**config.mk**
```make
export PLATFORM = sky130hd
export DESIGN_NAME = glb_ld_dma_addr_gen_flat
export DESIGN_NICKNAME = d
export VERILOG_FILES = /design/src/rtl/glb_ld_dma_addr_gen_if.sv /design/src/rtl/glb_ld_dma_addr_gen.sv /design/src/flat_wrapper.sv
export SDC_FILE = /design/constraint.sdc
export NUM_CORES = 1
export LEC_CHECK = 0
export CORE_MARGIN = 5
export CORE_UTILIZATION = 25
export DETAILED_ROUTE_END_ITERATION = 6
export SYNTH_ARGS = -nofsm -noshare
export SYNTH_HDL_FRONTEND = slang
export SYNTH_SLANG_ARGS = --single-unit
```
**constraint.sdc**
```tcl
create_clock -name clk -period 5.2 [get_ports clk]
set_clock_uncertainty 0.1 [all_clocks]
set_input_delay 1.3 -clock clk [delete_from_list [all_inputs] [get_ports clk]]
set_output_delay 1.3 -clock clk [all_outputs]
set_load 0.02 [all_outputs]
```
**src/rtl/glb_ld_dma_addr_gen_if.sv**
```systemverilog
// Interface between the GLB load-DMA address generator and its environment.
// It carries the header source, the rdrq request channel and the status outputs.
// The optional stall counter output exists only when GLB_LD_DMA_STALL_CNT_EN is defined.
interface glb_ld_dma_if #(
    parameter int unsigned GLB_ADDR_WIDTH      = 22,
    parameter int unsigned MAX_NUM_WORDS_WIDTH = 16,
    parameter int unsigned MAX_STRIDE_WIDTH    = 10,
    parameter int unsigned LOOP_LEVEL          = 3
) ();

    typedef struct packed {
        logic [MAX_NUM_WORDS_WIDTH-1:0] range;
        logic [MAX_STRIDE_WIDTH-1:0]    stride;
    } loop_iter_t;

    typedef struct packed {
        logic                           valid;
        logic [GLB_ADDR_WIDTH-1:0]      start_addr;
        loop_iter_t [LOOP_LEVEL-1:0]    iteration;
        logic [MAX_NUM_WORDS_WIDTH-1:0] num_active_words;
        logic [MAX_NUM_WORDS_WIDTH-1:0] num_inactive_words;
    } dma_ld_header_t;

    logic [1:0]                dma_mode;
    logic                      ld_start;
    dma_ld_header_t            ld_header;
    logic                      rdrq_en;
    logic [GLB_ADDR_WIDTH-1:0] rdrq_addr;
    logic                      rdrq_ready;
    logic                      ld_busy;
    logic                      ld_done_pulse;
`ifdef GLB_LD_DMA_STALL_CNT_EN
    logic [31:0]               stall_cnt;

    modport master (
        input  dma_mode, ld_start, ld_header, rdrq_ready,
        output rdrq_en, rdrq_addr, ld_busy, ld_done_pulse, stall_cnt
    );

    modport slave (
        output dma_mode, ld_start, ld_header, rdrq_ready,
        input  rdrq_en, rdrq_addr, ld_busy, ld_done_pulse, stall_cnt
    );
`else
    modport master (
        input  dma_mode, ld_start, ld_header, rdrq_ready,
        output rdrq_en, rdrq_addr, ld_busy, ld_done_pulse
    );

    modport slave (
        output dma_mode, ld_start, ld_header, rdrq_ready,
        input  rdrq_en, rdrq_addr, ld_busy, ld_done_pulse
    );
`endif

endinterface

```
**src/rtl/glb_ld_dma_addr_gen.sv**
```systemverilog
// GLB tile load-DMA address generator.
// Captures a load header and walks a LOOP_LEVEL-deep nested loop (level 0 innermost),
// issuing one rdrq byte address per accepted beat, with optional active/inactive duty gaps.
// Modes: OFF, NORMAL, REPEAT (rerun captured header), AUTO_INCR (next run continues after
// the last issued word). Optional feature macro: GLB_LD_DMA_STALL_CNT_EN adds stall_cnt.
module glb_ld_dma_addr_gen #(
    parameter int unsigned GLB_ADDR_WIDTH      = 22,
    parameter int unsigned MAX_NUM_WORDS_WIDTH = 16,
    parameter int unsigned MAX_STRIDE_WIDTH    = 10,
    parameter int unsigned LOOP_LEVEL          = 3
) (
    input  logic         clk,
    input  logic         rst_n,
    glb_ld_dma_if.master bus
);

    localparam int unsigned AW = GLB_ADDR_WIDTH;
    localparam int unsigned WW = MAX_NUM_WORDS_WIDTH;
    localparam int unsigned SW = MAX_STRIDE_WIDTH;
    localparam int unsigned LL = LOOP_LEVEL;
    // One bank word is BANK_DATA_WIDTH (64) bits.
    localparam int unsigned BANK_BYTES = 8;

    localparam logic [1:0] ModeOff      = 2'b00;
    localparam logic [1:0] ModeNormal   = 2'b01;
    localparam logic [1:0] ModeRepeat   = 2'b10;
    localparam logic [1:0] ModeAutoIncr = 2'b11;

    localparam logic [1:0] StIdle     = 2'd0;
    localparam logic [1:0] StActive   = 2'd1;
    localparam logic [1:0] StInactive = 2'd2;
    localparam logic [1:0] StDone     = 2'd3;

    logic [1:0]            state_q, state_d;
    logic [AW-1:0]         start_addr_q, start_addr_d;
    logic [LL-1:0][WW-1:0] range_q, range_d;
    logic [LL-1:0][SW-1:0] stride_q, stride_d;
    logic [WW-1:0]         act_q, act_d;
    logic [WW-1:0]         inact_q, inact_d;
    logic [LL-1:0][WW-1:0] itr_q, itr_d;
    // base_q[k]: address of the current level-k iteration with all lower levels at zero.
    logic [LL-1:0][AW-1:0] base_q, base_d;
    logic [AW-1:0]         addr_q, addr_d;
    logic [AW-1:0]         last_addr_q, last_addr_d;
    logic [WW-1:0]         act_cnt_q, act_cnt_d;
    logic [WW-1:0]         inact_cnt_q, inact_cnt_d;
    logic                  zero_q, zero_d;
    // Set once an AUTO_INCR run has completed, so start_addr_q holds the continuation address.
    logic                  auto_vld_q, auto_vld_d;

    logic                  rdrq_en;
    logic                  beat;
    logic                  last_beat;
    logic                  start_accept;
    logic                  hdr_zero;
    logic [LL-1:0]         wrap;
    logic [LL-1:0]         upd;
    logic                  found;
    logic [AW-1:0]         step_addr;
    logic [AW-1:0]         src_addr;

    assign rdrq_en      = (state_q == StActive) && !zero_q;
    assign beat         = rdrq_en && bus.rdrq_ready;
    assign start_accept = (state_q == StIdle) && bus.ld_start && bus.ld_header.valid &&
                          (bus.dma_mode != ModeOff);
    assign src_addr     = ((bus.dma_mode == ModeAutoIncr) && auto_vld_q) ? start_addr_q :
                          bus.ld_header.start_addr;

    // Per-level wrap flags of the running loop and zero-range detect on the incoming header.
    always_comb begin
        wrap     = '0;
        hdr_zero = 1'b0;
        for (int k = 0; k < LL; k++) begin
            wrap[k] = (itr_q[k] == range_q[k] - WW'(1));
            if (bus.ld_header.iteration[k].range == '0) begin
                hdr_zero = 1'b1;
            end
        end
        last_beat = &wrap;
    end

    // Next state, loop counters and address walk.
    always_comb begin
        state_d      = state_q;
        start_addr_d = start_addr_q;
        range_d      = range_q;
        stride_d     = stride_q;
        act_d        = act_q;
        inact_d      = inact_q;
        itr_d        = itr_q;
        base_d       = base_q;
        addr_d       = addr_q;
        last_addr_d  = last_addr_q;
        act_cnt_d    = act_cnt_q;
        inact_cnt_d  = inact_cnt_q;
        zero_d       = zero_q;
        auto_vld_d   = auto_vld_q;
        upd          = '0;
        found        = 1'b0;
        step_addr    = addr_q;

        case (state_q)
            StIdle: begin
                if (start_accept) begin
                    for (int k = 0; k < LL; k++) begin
                        range_d[k]  = bus.ld_header.iteration[k].range;
                        stride_d[k] = bus.ld_header.iteration[k].stride;
                    end
                    act_d        = bus.ld_header.num_active_words;
                    inact_d      = bus.ld_header.num_inactive_words;
                    start_addr_d = src_addr;
                    if (bus.dma_mode != ModeAutoIncr) begin
                        auto_vld_d = 1'b0;
                    end
                    itr_d       = '0;
                    base_d      = {LL{src_addr}};
                    addr_d      = src_addr;
                    // A zero-beat AUTO_INCR run then leaves the continuation address unchanged.
                    last_addr_d = src_addr - AW'(BANK_BYTES);
                    act_cnt_d   = '0;
                    inact_cnt_d = '0;
                    zero_d      = hdr_zero;
                    state_d     = StActive;
                end
            end
            StActive: begin
                if (zero_q) begin
                    state_d = StDone;
                end else if (beat) begin
                    last_addr_d = addr_q;
                    if (last_beat) begin
                        state_d = StDone;
                    end else begin
                        // Carry through the wrapping levels into the first non-wrapping one.
                        for (int k = 0; k < LL; k++) begin
                            if (!found) begin
                                upd[k] = 1'b1;
                                if (wrap[k]) begin
                                    itr_d[k] = '0;
                                end else begin
                                    itr_d[k]  = itr_q[k] + WW'(1);
                                    step_addr = base_q[k] + AW'(stride_q[k]);
                                    found     = 1'b1;
                                end
                            end
                        end
                        for (int k = 0; k < LL; k++) begin
                            if (upd[k]) begin
                                base_d[k] = step_addr;
                            end
                        end
                        addr_d = step_addr;
                        if ((act_q != '0) && (inact_q != '0) &&
                            (act_cnt_q == act_q - WW'(1))) begin
                            act_cnt_d   = '0;
                            inact_cnt_d = '0;
                            state_d     = StInactive;
                        end else begin
                            act_cnt_d = act_cnt_q + WW'(1);
                        end
                    end
                end
            end
            StInactive: begin
                if (inact_cnt_q == inact_q - WW'(1)) begin
                    inact_cnt_d = '0;
                    state_d     = StActive;
                end else begin
                    inact_cnt_d = inact_cnt_q + WW'(1);
                end
            end
            StDone: begin
                if (bus.dma_mode == ModeAutoIncr) begin
                    start_addr_d = last_addr_q + AW'(BANK_BYTES);
                    auto_vld_d   = 1'b1;
                end
                if (bus.dma_mode == ModeRepeat) begin
                    itr_d       = '0;
                    base_d      = {LL{start_addr_q}};
                    addr_d      = start_addr_q;
                    last_addr_d = start_addr_q - AW'(BANK_BYTES);
                    act_cnt_d   = '0;
                    inact_cnt_d = '0;
                    state_d     = StActive;
                end else begin
                    state_d = StIdle;
                end
            end
            default: begin
                state_d = StIdle;
            end
        endcase
    end

    // State and datapath registers.
    always_ff @(posedge clk or negedge rst_n) begin
        if (!rst_n) begin
            state_q      <= StIdle;
            start_addr_q <= '0;
            range_q      <= '0;
            stride_q     <= '0;
            act_q        <= '0;
            inact_q      <= '0;
            itr_q        <= '0;
            base_q       <= '0;
            addr_q       <= '0;
            last_addr_q  <= '0;
            act_cnt_q    <= '0;
            inact_cnt_q  <= '0;
            zero_q       <= 1'b0;
            auto_vld_q   <= 1'b0;
        end else begin
            state_q      <= state_d;
            start_addr_q <= start_addr_d;
            range_q      <= range_d;
            stride_q     <= stride_d;
            act_q        <= act_d;
            inact_q      <= inact_d;
            itr_q        <= itr_d;
            base_q       <= base_d;
            addr_q       <= addr_d;
            last_addr_q  <= last_addr_d;
            act_cnt_q    <= act_cnt_d;
            inact_cnt_q  <= inact_cnt_d;
            zero_q       <= zero_d;
            auto_vld_q   <= auto_vld_d;
        end
    end

    assign bus.rdrq_en       = rdrq_en;
    assign bus.rdrq_addr     = addr_q;
    assign bus.ld_busy       = (state_q != StIdle);
    assign bus.ld_done_pulse = (state_q == StDone);

`ifdef GLB_LD_DMA_STALL_CNT_EN
    logic [31:0] stall_cnt_q;

    // Saturating count of back-pressured request cycles, restarted by each accepted start.
    always_ff @(posedge clk or negedge rst_n) begin
        if (!rst_n) begin
            stall_cnt_q <= '0;
        end else if (start_accept) begin
            stall_cnt_q <= '0;
        end else if (rdrq_en && !bus.rdrq_ready && (stall_cnt_q != '1)) begin
            stall_cnt_q <= stall_cnt_q + 32'd1;
        end
    end

    assign bus.stall_cnt = stall_cnt_q;
`endif

endmodule
```
**src/flat_wrapper.sv**
```systemverilog
// flat-port wrapper written by rule: the top's interface ports become plain ports
module glb_ld_dma_addr_gen_flat 
#(
    parameter int unsigned GLB_ADDR_WIDTH      = 22,
    parameter int unsigned MAX_NUM_WORDS_WIDTH = 16,
    parameter int unsigned MAX_STRIDE_WIDTH    = 10,
    parameter int unsigned LOOP_LEVEL          = 3
)
  (clk, rst_n, bus_dma_mode, bus_ld_start, bus_ld_header, bus_rdrq_ready, bus_rdrq_en, bus_rdrq_addr, bus_ld_busy, bus_ld_done_pulse);
  glb_ld_dma_if #(.GLB_ADDR_WIDTH(GLB_ADDR_WIDTH), .MAX_NUM_WORDS_WIDTH(MAX_NUM_WORDS_WIDTH), .MAX_STRIDE_WIDTH(MAX_STRIDE_WIDTH), .LOOP_LEVEL(LOOP_LEVEL)) bus_i ();
  input  logic clk;
  input  logic rst_n;
  input wire logic [$bits(bus_i.dma_mode)-1:0] bus_dma_mode;
  input wire logic [$bits(bus_i.ld_start)-1:0] bus_ld_start;
  input wire logic [$bits(bus_i.ld_header)-1:0] bus_ld_header;
  input wire logic [$bits(bus_i.rdrq_ready)-1:0] bus_rdrq_ready;
  output wire logic [$bits(bus_i.rdrq_en)-1:0] bus_rdrq_en;
  output wire logic [$bits(bus_i.rdrq_addr)-1:0] bus_rdrq_addr;
  output wire logic [$bits(bus_i.ld_busy)-1:0] bus_ld_busy;
  output wire logic [$bits(bus_i.ld_done_pulse)-1:0] bus_ld_done_pulse;
  assign bus_i.dma_mode = bus_dma_mode;
  assign bus_i.ld_start = bus_ld_start;
  assign bus_i.ld_header = bus_ld_header;
  assign bus_i.rdrq_ready = bus_rdrq_ready;
  assign bus_rdrq_en = bus_i.rdrq_en;
  assign bus_rdrq_addr = bus_i.rdrq_addr;
  assign bus_ld_busy = bus_i.ld_busy;
  assign bus_ld_done_pulse = bus_i.ld_done_pulse;
  glb_ld_dma_addr_gen #(.GLB_ADDR_WIDTH(GLB_ADDR_WIDTH), .MAX_NUM_WORDS_WIDTH(MAX_NUM_WORDS_WIDTH), .MAX_STRIDE_WIDTH(MAX_STRIDE_WIDTH), .LOOP_LEVEL(LOOP_LEVEL)) u_core (.clk(clk), .rst_n(rst_n), .bus(bus_i));
endmodule
```
==> results_dict.tcl <==
set metrics [dict create \
    crit_chain "inv_1 -> ha_1 -> or3b_2 -> or2_2 -> or3_1 -> a221oi_1 -> nand4b_4 -> buf_4 -> o21ai_4 -> a21o_1 -> buf_4 -> o21ai_0 -> o31ai_1" \
    ys_top_cells_by_area "dfrtp_1, nand2_1, xnor2_1, o21ai_0, nor2_1" \
    worst_slew_pin_slew_ns 1.04 \
    antenna_found_initial 1 \
    overflow 0 \
    syn_nets 2663 \
    setup_viol 0 \
    dp_hpwl_um 50700 \
    grt_usage_pct 15.3 \
    crit_path_top_delay_cell "or3b_2" \
    clk_latency_ns 0.58 \
    powerDensity_nw_per_um2 541 \
    cts_setup_buffers 0 \
    final_max_slew_viol_count 0 \
    vias 18500 \
    rrSetupSlack_ns 0.47 \
    crit_top_cell "buf_4" \
    core_um2 80400 \
    area_delta_synth_final_pct 19.6 \
    drc 0 \
    routed_wl_um 68200 \
    final_nets 2755 \
    fmax_mhz 212 \
    finalHoldViolCount 0 \
    io_buffers 163 \
    finalCritPeriodShare_pct 90.9 \
    min_from "u_core.base_q[26]" \
    postSynthCellCount 2478 \
    reg2reg_depth 13 \
    cp_max_fo 48 \
    die_h_um 294 \
    numCtsBuffers 41 \
    seq_area_frac_synth_pct 37.6 \
    async_flop_share_pct 100 \
    clock_sink_count 304 \
    cts_tree "built" \
    start_kind "register" \
    synth_edf_count 0 \
    final_antenna_net_count 0 \
    fp-row-count 104 \
    die-area_um2 86700 \
    run_status "finished clean" \
    reg2reg_to "u_core.itr_q[24]" \
    cts_resized 0 \
    h-tree-depth 2 \
    path_clk_slew_ns 0.06 \
    max-cap-violations 0 \
    yosysUniqueCellTypes 92 \
    clockBufferDepth 3 \
    tns_ns 0 \
    die_w_um 294 \
    relSlewSlack_pct 29.6 \
    period_minus_slack_ns 4.73 \
    syn_area_um2 20200 \
    drtIter0Drc 1549 \
    start_util_pct 25.2 \
    yosysTopAreaCell "dfrtp_1" \
    end_kind "register" \
    ys.flop_type "dfrtp_1" \
    avgSynthCellArea_um2 8.17 \
    drt-pass1-iter-count 7 \
    worst-setup-path-type "register to register" \
    grt_pass1_wl_um 106000 \
    clockRootBuffer "clkbuf_16" \
    cts.hold.buffers_added 0 \
    ir_drop_mv 0.238 \
    gp_congestion 0.895 \
    viasPerCell 5.06 \
    critPathMaxStageDelay_ns 0.51 \
    yosys_warnings 0 \
    grt_pass1_vias 18000 \
    hold_path_depth 2 \
    hold_slack_ns 0.394 \
    r2r_start "u_core.range_q[32]" \
    p_leak_nw 10.2 \
    critical_path_arrival_ns 5.09 \
    hold_class "register to register" \
    min_to "u_core.base_q[26]" \
    cp.required_ns 5.57 \
    yosysTopAreaCellShare_pct 37.6 \
    wl_per_cell_um 18.7 \
    grt_max_degree 91 \
    rsz0062_at_grt "no" \
    io_pins 164 \
    ys_ff_latch 304 \
    drive_above_1_share_pct 6.59 \
]
==> metrics by stage <==
stage,instances,cell area (µm²),setup WS (ns),util (%),total power [mW]
floorplan,2478,20200,0.479,-,8.28
CTS,3656,24200,0.545,30.1,13.2
global route,3656,24200,0.286,30.1,14.1
finish,3657,24200,0.474,30.1,13.1
detailed placement,3587,22800,0.498,28.4,10.2
global placement,3587,22800,0.535,28.4,10.1
==> cells in the final DEF, fill, tap and decap left out, drive strengths merged, types with 9 or more instances in the layout <==
cell           instances
xor2                  76
a31oi                 35
o31ai                 30
mux2                  10
or4                   25
clkdlybuf4s50        162
a21o                  19
nand3b                 9
nor3                  69
nand3                 63
dfrtp                304
or3                   23
clkbuf                54
clkinv                10
buf                   44
xnor2                101
nor2                 189
nor4                  37
o21a                  15
o21ai                227
o22ai                 22
and3                  59
inv                   43
o211ai                10
nor3b                 17
nand4                 37
ha                    43
nor2b                 20
mux2i                 48
nand2b                28
nand2                511
a211o                 17
a21oi                110
==> power by group <==
group / internal, mW / switching [mW]
Clock: 1.75 / 1.15
Combinational: 2.41 / 3.20
Sequential: 3.24 / 1.36
Total: 7.40 / 5.71
==> cell usage after synthesis (8+ instances only) <==
| library cell | instances |
|---|---|
| nor2b_1 | 20 |
| o21a_1 | 15 |
| nand2b_1 | 28 |
| buf_2 | 23 |
| o21ai_0 | 148 |
| mux2i_1 | 48 |
| a211o_1 | 17 |
| buf_1 | 9 |
| or4_1 | 22 |
| o22ai_1 | 22 |
| a21oi_1 | 103 |
| nand3b_1 | 9 |
| inv_1 | 42 |
| a21o_1 | 19 |
| nor3b_1 | 17 |
| nor4_1 | 36 |
| nand4_1 | 36 |
| and3_1 | 58 |
| nand2_1 | 511 |
| o21ai_1 | 69 |
| clkbuf_1 | 88 |
| o31ai_1 | 30 |
| nor2_1 | 189 |
| buf_4 | 29 |
| xor2_1 | 76 |
| ha_1 | 43 |
| o21ai_2 | 9 |
| or3_1 | 23 |
| dfrtp_1 | 304 |
| mux2_2 | 8 |
| a31oi_1 | 34 |
| nand3_1 | 61 |
| o211ai_1 | 10 |
| a211oi_1 | 8 |
| nor3_1 | 66 |
| xnor2_1 | 101 |
==> final cells by class <==
class                   count  area (µm²)
diodes                      1        2.50
clock buffers              54        1140
clock inverters            15         229
fillers                  8498       56200
inverters                  43         161
multi-input cells        1974       11700
flip-flops and latches    304        7610
well taps                1060        1330
repair buffers            206        2000
==> registers in the layout, indices dropped and copies added, names as in the netlist <==
signal               flops
u_core.act_q            16
u_core.zero_q            1
u_core.start_addr_q     22
u_core.stride_q         30
u_core.last_addr_q      22
u_core.itr_q            48
u_core.act_cnt_q        16
u_core.base_q           66
u_core.auto_vld_q        1
u_core.state_q           2
u_core.inact_cnt_q      16
u_core.range_q          48
u_core.inact_q          16
==> routing by layer <==
metal	part of all wire, %	global-route usage (%)
met1	45	20.8
met2	46	24.7
met3	5.9	2.66
met4	2.8	4.70
met5	0	0
==> logic make-up after synthesis <==
family	Yosys count	synth area share (%)
buffers and inverters	200	4.66
XOR/XNOR	177	7.66
adder cells (fa/ha/maj)	46	2.96
AO/OA/AOI/OAI	572	18.0
multiplexers	58	2.93
AND/OR/NAND/NOR	1121	26.2
flip-flops	304	37.6
==> worst max path at each step <==
stage | cells past startpoint | endpoint | from
after floorplan | 14 | u_core.last_addr_q[15] | bus_dma_mode[0]
after global placement | 11 | u_core.last_addr_q[19] | bus_dma_mode[0]
after detailed placement | 11 | u_core.last_addr_q[19] | bus_dma_mode[1]
after CTS | 13 | u_core.itr_q[27] | u_core.range_q[32]
after global routing | 13 | u_core.itr_q[30] | u_core.range_q[32]
final | 13 | u_core.itr_q[24] | u_core.range_q[32]
==> worst max-delay path: cells and delay by family (launching register included) <==
kind / cells / cell delay [ns]
compound gates: 5 / 1.31
buf+inv: 3 / 0.84
fa+ha+maj: 1 / 0.29
flops: 1 / 0.43
simple gates: 4 / 1.62
(Power assumes the default switching activity.)
